--- config.mk ---
export PLATFORM = sky130hd
export DESIGN_NAME = button_press_scheduler
export DESIGN_NICKNAME = d
export VERILOG_FILES = /design/src/rtl/button_pkg.sv /design/src/rtl/cycle_timer.sv /design/src/rtl/button_press_scheduler.sv
export SDC_FILE = /design/constraint.sdc
export NUM_CORES = 1
export LEC_CHECK = 0
export CORE_ASPECT_RATIO = 0.6
export CORE_MARGIN = 1.5
export CORE_UTILIZATION = 35
export CTS_CLUSTER_DIAMETER = 80
export CTS_CLUSTER_SIZE = 30
export DETAILED_ROUTE_END_ITERATION = 10
export DONT_BUFFER_PORTS = 1
export PLACE_DENSITY = 0.53
export SETUP_SLACK_MARGIN = 0.1
export SLEW_MARGIN = 20
export SYNTH_ARGS = -nofsm -noshare
export SYNTH_HDL_FRONTEND = slang
export SYNTH_SLANG_ARGS = --single-unit
--- constraint.sdc ---
create_clock -name clk_i -period 4.7 [get_ports clk_i]
set_clock_uncertainty 0.2 [all_clocks]
set_input_delay 0.47 -clock clk_i [delete_from_list [all_inputs] [get_ports clk_i]]
set_output_delay 0.47 -clock clk_i [all_outputs]
set_load 0.01 [all_outputs]
--- src/rtl/button_pkg.sv ---
// Shared types and default widths for the button press scheduler.
package button_pkg;

  localparam int unsigned DefHoldW        = 16;
  localparam int unsigned DefGapW         = 16;
  localparam int unsigned DefCntW         = 8;
  localparam int unsigned DefBounceCycles = 4;

  typedef enum logic [2:0] {
    StIdle,
    StBounceIn,
    StHold,
    StBounceOut,
    StGap
  } press_state_t;

  function automatic int unsigned max_width(input int unsigned a, input int unsigned b);
    return (a > b) ? a : b;
  endfunction

endpackage

--- src/rtl/cycle_timer.sv ---
// Loadable down-counter; zero_o flags the last cycle of a loaded interval.
module cycle_timer #(
  parameter int unsigned Width = 16
) (
  input  logic             clk_i,
  input  logic             rst_ni,
  input  logic             load_i,
  input  logic [Width-1:0] value_i,
  output logic             zero_o
);

  logic [Width-1:0] count_q;

  // Load takes priority; otherwise count down and park at zero.
  always_ff @(posedge clk_i) begin
    if (!rst_ni) begin
      count_q <= '0;
    end else if (load_i) begin
      count_q <= value_i;
    end else if (count_q != '0) begin
      count_q <= count_q - 1'b1;
    end
  end

  assign zero_o = (count_q == '0);

endmodule

--- src/rtl/button_press_scheduler.sv ---
// Command-driven button stimulus: scheduled presses with hold, gap, repeats and bounce.
module button_press_scheduler
  import button_pkg::*;
#(
  parameter int unsigned HOLD_W        = DefHoldW,
  parameter int unsigned GAP_W         = DefGapW,
  parameter int unsigned CNT_W         = DefCntW,
  parameter int unsigned BOUNCE_CYCLES = DefBounceCycles
) (
  input  logic              clk_i,
  input  logic              rst_ni,
  input  logic              cmd_valid_i,
  output logic              cmd_ready_o,
  input  logic [HOLD_W-1:0] cmd_hold_i,
  input  logic [GAP_W-1:0]  cmd_gap_i,
  input  logic [CNT_W-1:0]  cmd_reps_i,
  output logic              btn_o,
  output logic              busy_o,
  output logic              done_o,
  output logic [CNT_W-1:0]  press_count_o
);

  localparam int unsigned TW = max_width(HOLD_W, GAP_W);
  localparam logic [TW-1:0] BounceM1 = (BOUNCE_CYCLES == 0) ? '0 : TW'(BOUNCE_CYCLES - 1);

  press_state_t      state_q, state_d;
  logic [HOLD_W-1:0] hold_q;
  logic [GAP_W-1:0]  gap_q;
  logic [CNT_W-1:0]  reps_q;
  logic [CNT_W-1:0]  press_count_q;
  logic              btn_q, busy_q, done_q, ready_q;

  logic              tmr_load, tmr_zero;
  logic [TW-1:0]     tmr_value;
  logic              start_press, rep_end, finish, accept_zero;
  logic [HOLD_W-1:0] hold_src;
  logic [TW-1:0]     hold_m1, gap_m1;

  // At acceptance the hold value comes straight from the command; afterwards from the latch.
  assign hold_src = (state_q == StIdle) ? cmd_hold_i : hold_q;
  assign hold_m1  = (hold_src == '0) ? '0 : (TW'(hold_src) - TW'(1));
  assign gap_m1   = TW'(gap_q) - TW'(1);

  cycle_timer #(
    .Width (TW)
  ) u_timer (
    .clk_i   (clk_i),
    .rst_ni  (rst_ni),
    .load_i  (tmr_load),
    .value_i (tmr_value),
    .zero_o  (tmr_zero)
  );

  // Next phase selection and timer reload on every phase entry.
  always_comb begin
    state_d     = state_q;
    tmr_load    = 1'b0;
    tmr_value   = '0;
    start_press = 1'b0;
    rep_end     = 1'b0;
    finish      = 1'b0;
    accept_zero = 1'b0;
    unique case (state_q)
      StIdle: begin
        if (cmd_valid_i) begin
          if (cmd_reps_i == '0) accept_zero = 1'b1;
          else                  start_press = 1'b1;
        end
      end
      StBounceIn: begin
        if (tmr_zero) begin
          state_d   = StHold;
          tmr_load  = 1'b1;
          tmr_value = hold_m1;
        end
      end
      StHold: begin
        if (tmr_zero) begin
          if (BOUNCE_CYCLES != 0) begin
            state_d   = StBounceOut;
            tmr_load  = 1'b1;
            tmr_value = BounceM1;
          end else if (gap_q != '0) begin
            state_d   = StGap;
            tmr_load  = 1'b1;
            tmr_value = gap_m1;
          end else begin
            rep_end = 1'b1;
          end
        end
      end
      StBounceOut: begin
        if (tmr_zero) begin
          if (gap_q != '0) begin
            state_d   = StGap;
            tmr_load  = 1'b1;
            tmr_value = gap_m1;
          end else begin
            rep_end = 1'b1;
          end
        end
      end
      StGap: begin
        if (tmr_zero) rep_end = 1'b1;
      end
      default: state_d = StIdle;
    endcase

    if (rep_end) begin
      if (reps_q != CNT_W'(1)) begin
        start_press = 1'b1;
      end else begin
        state_d = StIdle;
        finish  = 1'b1;
      end
    end

    if (start_press) begin
      tmr_load = 1'b1;
      if (BOUNCE_CYCLES != 0) begin
        state_d   = StBounceIn;
        tmr_value = BounceM1;
      end else begin
        state_d   = StHold;
        tmr_value = hold_m1;
      end
    end
  end

  // State, latched command, counters and registered outputs.
  always_ff @(posedge clk_i) begin
    if (!rst_ni) begin
      state_q       <= StIdle;
      hold_q        <= '0;
      gap_q         <= '0;
      reps_q        <= '0;
      press_count_q <= '0;
      btn_q         <= 1'b0;
      busy_q        <= 1'b0;
      done_q        <= 1'b0;
      ready_q       <= 1'b1;
    end else begin
      state_q <= state_d;
      done_q  <= finish | accept_zero;
      busy_q  <= (state_d != StIdle) | accept_zero;
      ready_q <= (state_d == StIdle);

      if (state_q == StIdle && cmd_valid_i) begin
        hold_q <= cmd_hold_i;
        gap_q  <= cmd_gap_i;
        reps_q <= cmd_reps_i;
      end else if (rep_end && reps_q != CNT_W'(1)) begin
        reps_q <= reps_q - 1'b1;
      end

      if (start_press && press_count_q != '1) begin
        press_count_q <= press_count_q + 1'b1;
      end

      if (start_press) begin
        btn_q <= 1'b1;
      end else begin
        case (state_d)
          StBounceIn, StBounceOut: btn_q <= ~btn_q;
          StHold:                  btn_q <= 1'b1;
          default:                 btn_q <= 1'b0;
        endcase
      end
    end
  end

  assign btn_o         = btn_q;
  assign busy_o        = busy_q;
  assign done_o        = done_q;
  assign cmd_ready_o   = ready_q;
  assign press_count_o = press_count_q;

endmodule
# After elaboration in Yosys (flattened, before gate mapping)
# Index checks and enable logic that the tools add are counted.
# Widths: inputs -> output; s select.
classes:
  add_sub_neg: 5
  n_eq_ne: 9
  n_mux: 40
  bitwise: 3
  reduce_logical: 16
ops:
  columns: ["op", "n"]
  rows:
  - ["$mux 16", 8]
  - ["$pmux 16 s3", 1]
  - ["$sub 16x1->16 const B", 3]
  - ["$logic_not 16->1", 2]
  - ["$reduce_bool 16->1", 2]
  - ["$mux 3", 7]
  - ["$mux 1", 17]
  - ["$mux 8", 2]
  - ["$eq 3x2->1 const B", 4]
  - ["$pmux 3 s4", 1]
  - ["$add 8x1->8 const B", 1]
  - ["$logic_not 8->1", 1]
  - ["$ne 8x1->1 const B", 1]
  - ["$ne 8x8->1 const B", 1]
  - ["$sub 8x1->8 const B", 1]
  - ["$eq 3x1->1 const B", 2]
  - ["$logic_not 3->1", 2]
  - ["$pmux 1 s2", 3]
  - ["$reduce_or 2->1", 3]
  - ["$reduce_bool 2->1", 2]
  - ["$eq 3x3->1 const B", 1]
  - ["$logic_and 1x1->1", 3]
  - ["$reduce_bool 3->1", 1]
  - ["$mux 2", 1]
  - ["2 further kinds", 3]
totals:
  ff_bits: 71
  inputBits: 43
  output_inout_bits: 12
  wordCells: 83

# Depth between registers and ports, before layout
# Gate-level depths: netlist of run 1.
depth:
  word_depth: 11
  depth_mapped: 12
  depth_no_buf: 8

# Hierarchy
# A second synthesis of run 1 with hierarchy kept.
unflattened:
  cells_unflattened: 578
  hier_area_um2: 4345.4
by_module_without_submodules:
  columns: ["mod", "n_inst", "cells_each", "area_per_inst_um2", "seq_area_each_um2"]
  rows:
  - ["button_press_scheduler", 1, 466, 3432.0, 1101.1]
  - ["cycle_timer", 1, 112, 913.4, 320.3]

# Worst setup path after synthesis of run 1
# Ideal clock, no wire load.
synth_timing:
  kind: "register -> register"
  from: "reg state_q[2]"
  to: "reg u_timer.count_q[2]"
  setup_ps: 134
  t_arrival_ps: 2724
  t_required_ps: 4366
  slack_ps: 1642
  stages_incl_launch_ff: 13
  path_buffers: 4
  synth_period_minus_slack_ps: 3058
  cell_sequence: "dfxtp_1 -> clkbuf_1 -> nor3_2 -> buf_2 -> buf_2 -> mux2i_1 -> ha_1 -> nor4b_1 -> a22oi_1 -> and3_1 -> buf_2 -> a22oi_1 -> a21oi_1"
synth_between:
  elab_chain_len: 8
  word_cells_on_any_way: 21
  cone_classes: "add/sub (1); eq/ne (4); mux (12); reduce/logical (4)"
synth_lines:
  columns: ["item", "line", "rtl"]
  rows:
  - ["from (decl)", "button_press_scheduler.sv:26", "press_state_t state_q, state_d;"]
  - ["from (signal assigned)", "button_press_scheduler.sv:133", "state_q <= StIdle;"]
  - ["from (signal assigned)", "button_press_scheduler.sv:143", "state_q <= state_d;"]
  - ["$logic_not 3->1", "button_press_scheduler.sv:40, button_press_scheduler.sv:63", null]
  - ["$mux 16", "button_press_scheduler.sv:40", "assign hold_src = (state_q == StIdle) ? cmd_hold_i : hold_q;"]
  - ["$sub 16x1->16 / $logic_not 16->1 (equally long branches)", "button_press_scheduler.sv:41", "assign hold_m1 = (hold_src == '0) ? '0 : (TW'(hold_src) - TW'(1));"]
  - ["$mux 16", "button_press_scheduler.sv:41", null]
  - ["$mux 16", "button_press_scheduler.sv:71", "if (tmr_zero) begin"]
  - ["$pmux 16 s3", "button_press_scheduler.sv:63", "unique case (state_q)"]
  - ["$mux 16", "button_press_scheduler.sv:118", "if (start_press) begin"]
  - ["$mux 16", "cycle_timer.sv:18", "end else if (load_i) begin"]
  - ["to (signal assigned)", "cycle_timer.sv:19", "count_q <= value_i;"]
  - ["to (signal assigned)", "cycle_timer.sv:21", "count_q <= count_q - 1'b1;"]
  - ["to (decl)", "cycle_timer.sv:12", "logic [Width-1:0] count_q;"]
# Several ways; a longest one is shown, not always the timed one.
# A chain may end at the register's enable or synchronous reset.

# Final worst setup path of run 1
layout_timing:
  from: "reg state_q[2]"
  to: "reg u_timer.count_q[1]"
# The elaborated chain is that of the path after synthesis.

==> flow_metrics.env, run 1 <==
export IMPL_timing_rr_end="u_timer.count_q[1]"
export IMPL_reg2reg_from="state_q[2]"
export IMPL_finalNonFillerCells=725
export IMPL_dr_total_vias=4267
export IMPL_ys_seq_area_share_pct=32.1
export IMPL_synthArstFlopShare_pct=0
export IMPL_nets=607
export IMPL_grt_max_degree=42
export IMPL_grt_pass1_wl_um=21400
export IMPL_io_pin_count=55
export IMPL_outcome="finished, final reports clean"
export IMPL_synthDistinctLibCells=59
export IMPL_syn_area_per_cell_sq_um=7.76
export IMPL_insertion_delay_ps=340
export IMPL_setup_viol=0
export IMPL_p_per_area_mw_per_mm2=588
export IMPL_min_path_cells=1
export IMPL_wl_per_cell_um=18.0
export IMPL_hpwl_um=9780
export IMPL_rows=31
export IMPL_ant_nets=0
export IMPL_fin_util_pct=40.3
export IMPL_fin_total_pwr_mw=2.88
export IMPL_grt_overflow=0
export IMPL_p_leak_nw=1.77
export IMPL_drt_wl_total_um=13100
export IMPL_io_buffers=0
export IMPL_drc_errors=0
export IMPL_slew_viol_final=0
export IMPL_cts_sinks=71
export IMPL_clock_path_buffers=2
export IMPL_num_antenna_cells=0
export IMPL_antenna_found_initial=0
export IMPL_synthXorXnorAreaFrac_pct=7.13
export IMPL_synthSimpleGateAreaFrac_pct=29.8
export IMPL_synth_top_family_by_area="simple AND/OR/NAND/NOR gates"
export IMPL_ff2ff_setup_slack_ps=1420
export IMPL_ys_warnings_count=0
export IMPL_critPathMaxFanout=13
export IMPL_clk_pin_slew_worst_paths_ps=60
export IMPL_synth_ff_type="dfxtp_1"
export IMPL_synth_area_leaders="dfxtp_1 (32%), nand2_1 (8.5%), a21oi_1 (6.8%), xor2_1 (4.6%), nand3_1 (2.8%)"
export IMPL_drtIter0Drc=449
export IMPL_place_gp_congestion=0.930
export IMPL_worstPathRequired_ps=4690
export IMPL_synth_seq_cells=71
export IMPL_dp_cells=708
export IMPL_areaGrowthSynthToFinish_pct=10.9
export IMPL_finalCritPeriodShare_pct=69.8
export IMPL_synthesis_nets=622
export IMPL_worstRegToRegCells=8
export IMPL_startpoint="state_q[2]"
export IMPL_drtPass1Iterations=5
export IMPL_worst_setup_path_type="reg2reg"
export IMPL_synth_compound_area_share_pct=21.2
export IMPL_worstSetupEndpoint="u_timer.count_q[1]"
export IMPL_dieArea_sq_mm=0.0133
export IMPL_worstMarginPinSlew_ps=864
export IMPL_synth_top_cell_area_share_pct=32.1
export IMPL_synth_mux_area_share_pct=3.00
export IMPL_synth_area_sq_mm=0.00442
export IMPL_cts_setup_buffers=0
export IMPL_core_sq_mm=0.0122
export IMPL_arrival_ps=3270
export IMPL_rsz0062_at_grt="no"
export IMPL_end_kind="flop"
export IMPL_multi_input_area_sq_mm=0.00283
export IMPL_synth_adder_area_share_pct=2.55
export IMPL_htree_levels=3
export IMPL_min_period_ps=3280
export IMPL_setup_tns_final_ps=0
export IMPL_dp_slack_ps=1470
export IMPL_synthCells=570
export IMPL_die_y_um=90.1
export IMPL_cp_start_kind="flop"
export IMPL_fp_dieW_um=148
export IMPL_maxCapViolCount=0
export IMPL_grtUsageTotal_pct=20.3
export IMPL_peakVddDrop_uv=210
export IMPL_slew_headroom_pct=42.2
export IMPL_clock_fmax_mhz=305
export IMPL_grt_pass1_vias=3985
export IMPL_cts_buffers_inserted=9
export IMPL_cts_root_buf="clkbuf_16"
export IMPL_hold_class="in2reg"
export IMPL_fin_ws_ps=1420
export IMPL_synth_area_leader_cell="dfxtp_1"
export IMPL_ff_latch_area_sq_mm=0.00142
export IMPL_vias_per_cell=5.89
export IMPL_fill_cells=1276
export IMPL_initial_core_util_pct=36.3
export IMPL_drive_gt1_share_pct=6.07
export IMPL_synth_enable_flop_cells=0
export IMPL_cts_tree="built"
export IMPL_hold_viol=0
==> registers in the layout (all words and copies together), names as in the netlist <==
| signal | flops |
|---|---|
| gap_q | 16 |
| busy_o | 1 |
| reps_q | 8 |
| u_timer.count_q | 16 |
| state_q | 3 |
| btn_o | 1 |
| cmd_ready_o | 1 |
| press_count_o | 8 |
| hold_q | 16 |
| done_o | 1 |
==> where the power goes <==
part	switching, mW	internal [mW]
Clock	0.262	0.523
Sequential	0.139	0.712
Combinational	0.795	0.453
==> logic make-up after synthesis <==
group / Yosys count
flops: 71
fa+ha+maj: 9
buf+inv: 45
xor+xnor: 36
mux: 13
compound gates: 144
simple gates: 252
==> worst min path at each step <==
stage,from,slack (ps),endpoint
global placement,hold_q[9],270,hold_q[9]
finish,rst_ni,50,state_q[0]
floorplan,hold_q[15],250,hold_q[15]
detailed placement,hold_q[15],280,hold_q[15]
global route,rst_ni,50,state_q[0]
CTS,rst_ni,50,state_q[0]
==> final cells by class <==
cell class | instances | share of cell area (%)
inverters | 12 | 0.918
flip-flops and latches | 71 | 29.0
well taps | 165 | 4.21
clock buffers | 14 | 5.79
clock inverters | 2 | 1.22
repair buffers | 7 | 1.12
multi-input cells | 454 | 57.8
==> cell usage after synthesis, drive strengths merged (11+ instances only) <==
cell	n
nor3	13
o21ai	17
dfxtp	71
xnor2	13
nand2	100
nand3	25
mux2i	11
o31ai	11
or4	15
nor4	20
xor2	23
clkbuf	27
inv	12
nor2	31
a21oi	61
==> placed cells by master (no fill, tap or decap), drive strengths merged, types with 13 or more instances in the layout <==
cell | synthesis | final
or4 | 15 | 15
nor4 | 20 | 20
dfxtp | 71 | 71
nor2 | 31 | 31
clkbuf | 27 | 14
xor2 | 23 | 23
nor3 | 13 | 13
nand2 | 100 | 100
xnor2 | 13 | 13
o21ai | 17 | 17
a21oi | 61 | 61
nand3 | 25 | 25
==> layer usage <==
layer	wire length [um]	part of all wire, %	global-route usage, %	vias up
li1	-	-	-	2059
met1	6410	49	30.9	2023
met2	5250	40	27.3	166
met3	1250	9.6	5.94	19
met4	164	1.3	4.79	0
met5	0	0	0	-
==> per-stage QoR <==
stage               instance area (sq um)  hold slack (ps)
floorplan                            4420              248
global placement                     4540              272
detailed placement                   4540              277
CTS                                  4900             45.5
global route                         4910             47.0
finish                               4910             51.7
==> worst max-delay path, stage by stage, from the launching register on <==
cell and delay [ps]:
dfxtp_1 440, nor3_4 590, mux2i_1 380, ha_1 230, nor4b_1 300, a22oi_1 190, and3_1 430, a22oi_1 270
a21oi_1 90
==> timing repair <==
action                    CTS  global route
hold buffers                1             0
gates resized for setup     0             0
hold endpoints to repair    1             0
Note: power is estimated with default switching activity, not from simulation.
==> run 2: changes to the inputs <==
==> constraint.sdc (replaced) <==
create_clock -name clk_i -period 3.4 [get_ports clk_i]
set_clock_uncertainty 0.2 [all_clocks]
set_input_delay 0.34 -clock clk_i [delete_from_list [all_inputs] [get_ports clk_i]]
set_output_delay 0.34 -clock clk_i [all_outputs]
set_load 0.01 [all_outputs]
==> run 2 against run 1 <==
  * Combinational power grew 45%
  * Sequential cell count is the same
  * First-iteration DRC count is 5.8% lower
  * Clock power is 16% higher
==> flow_metrics.env, run 2 (synthesis results as in run 1) <==
export IMPL_outcome="finished, final reports clean"
export IMPL_core_sq_mm=0.0122
export IMPL_cts_setup_buffers=0
export IMPL_io_buffers=0
export IMPL_fp_dieW_um=148
export IMPL_rsz0062_at_grt="no"
export IMPL_drive_gt1_share_pct=7.32
export IMPL_antenna_found_initial=0
export IMPL_drtPass1Iterations=5
export IMPL_worst_setup_path_type="reg2reg"
export IMPL_p_leak_nw=1.92
export IMPL_finalNonFillerCells=766
export IMPL_wl_per_cell_um=17.5
export IMPL_vias_per_cell=5.77
export IMPL_dieArea_sq_mm=0.0133
export IMPL_clock_path_buffers=2
export IMPL_num_antenna_cells=0
export IMPL_grt_pass1_vias=4242
export IMPL_fin_total_pwr_mw=3.88
export IMPL_drc_errors=0
export IMPL_io_pin_count=55
export IMPL_critPathMaxStageDelay_ps=600
export IMPL_mostFrequentLayoutCell="nand2_1"
export IMPL_hold_class="in2reg"
export IMPL_drt_wl_total_um=13400
export IMPL_cp_start_kind="flop"
export IMPL_ff_latch_area_sq_mm=0.00142
export IMPL_worstMarginPinSlew_ps=808
export IMPL_ant_nets=0
export IMPL_setup_viol=0
export IMPL_hold_ws_ps=31.1
export IMPL_grtUsageTotal_pct=20.9
export IMPL_dr_total_vias=4417
export IMPL_worstPathRequired_ps=3430
export IMPL_fill_cells=1220
export IMPL_areaGrowthSynthToFinish_pct=18.3
export IMPL_place_gp_congestion=0.955
export IMPL_end_kind="flop"
export IMPL_peakVddDrop_uv=272
export IMPL_hold_viol=0
export IMPL_path_cells="buf_4 -> or3_1 -> nor4_1 -> a22oi_1 -> and3_1 -> a32oi_1 -> a21oi_1"
export IMPL_min_period_ps=3050
export IMPL_top_regs="gap_q x16, hold_q x16, u_timer.count_q x16"
export IMPL_p_per_area_mw_per_mm2=742
export IMPL_clock_fmax_mhz=328
export IMPL_nets=649
export IMPL_grt_pass1_wl_um=22100
export IMPL_insertion_delay_ps=340
export IMPL_slew_headroom_pct=46.1
export IMPL_cts_tree="built"
export IMPL_initial_core_util_pct=36.3
export IMPL_slowest_stage="nor4_1"
export IMPL_critPathMaxFanout=13
export IMPL_arrival_ps=3080
export IMPL_grt_overflow=0
export IMPL_slew_viol_final=0
export IMPL_fin_util_pct=43.0
export IMPL_finalCritPeriodShare_pct=89.7
export IMPL_multi_input_area_sq_mm=0.00283
export IMPL_setup_tns_final_ps=0
export IMPL_cts_root_buf="clkbuf_16"
export IMPL_grt_max_degree=42
export IMPL_htree_levels=3
export IMPL_rows=31
export IMPL_cts_buffers_inserted=9
export IMPL_clk_pin_slew_worst_paths_ps=60
export IMPL_maxCapViolCount=0
export IMPL_most_common_layout_cells="nand2_1 (100), dfxtp_1 (71), a21oi_1 (60)"
export IMPL_dp_cells=718
export IMPL_die_y_um=90.1
export IMPL_hpwl_um=9730
export IMPL_drtIter0Drc=423
export IMPL_cts_sinks=71
[run 2: changes by cell type in the layout (fill, tap and decap cells not counted)]
cell           before  now
clkbuf_1            1    0
clkinvlp_4          0    1
bufinv_16           2    0
clkbuf_8            4    3
buf_4               6   16
clkinv_2            0    2
o31ai_2             0    1
o31ai_4             1    0
dlygate4sd3_1       1   33
[run 2: area by class of cell]
cell class,instances,share of cell area (%)
clock inverters,3,0.335
clock buffers,12,5.09
multi-input cells,454,54.0
inverters,12,0.861
well taps,165,3.95
flip-flops and latches,71,27.2
repair buffers,49,8.61
[run 2: final timing paths]
kind,endpoint,cells after the start,slack [ps],startpoint
worst max-delay path,u_timer.count_q[13],7,350,state_q[2]
worst max register to register,u_timer.count_q[13],7,350,state_q[2]
worst min-delay path,reps_q[7],3,30,cmd_reps_i[7]
worst min register to register,hold_q[9],2,290,hold_q[9]
[run 2: where the power goes]
part	leakage [nW]	switching (mW)	internal, mW	total (mW)
logic	1.20	1.11	0.696	1.81
registers	0.583	0.181	0.984	1.17
clock network	0.140	0.362	0.547	0.908
[run 2: layer usage]
| metal | vias to the layer above | GRT usage [%] | share of wire (%) |
|---|---|---|---|
| met5 | - | 0 | 0 |
| met4 | 0 | 6.19 | 1.6 |
| met3 | 20 | 5.03 | 7.0 |
| met2 | 158 | 29.4 | 40 |
| met1 | 2085 | 31.2 | 51 |
| li1 | 2154 | - | - |
[run 2: per-stage QoR]
stage          setup WS (ps)  instance area (sq um)
2_1_floorplan            342                   4420
3_3_place_gp             543                   4620
3_5_place_dp             418                   4620
4_1_cts                  407                   5230
5_1_grt                  205                   5230
6_report                 349                   5230
[run 2: worst max-delay path, delay by kind of cell (launching register included)]
family / cells / cell delay, ps
simple gates: 3 / 1560
buf+inv: 1 / 180
flops: 1 / 340
compound gates: 3 / 660
[run 2: timing repair]
item,CTS,global route
hold buffers,33,0
endpoints found under the hold margin,47,0
gates resized for setup,0,0
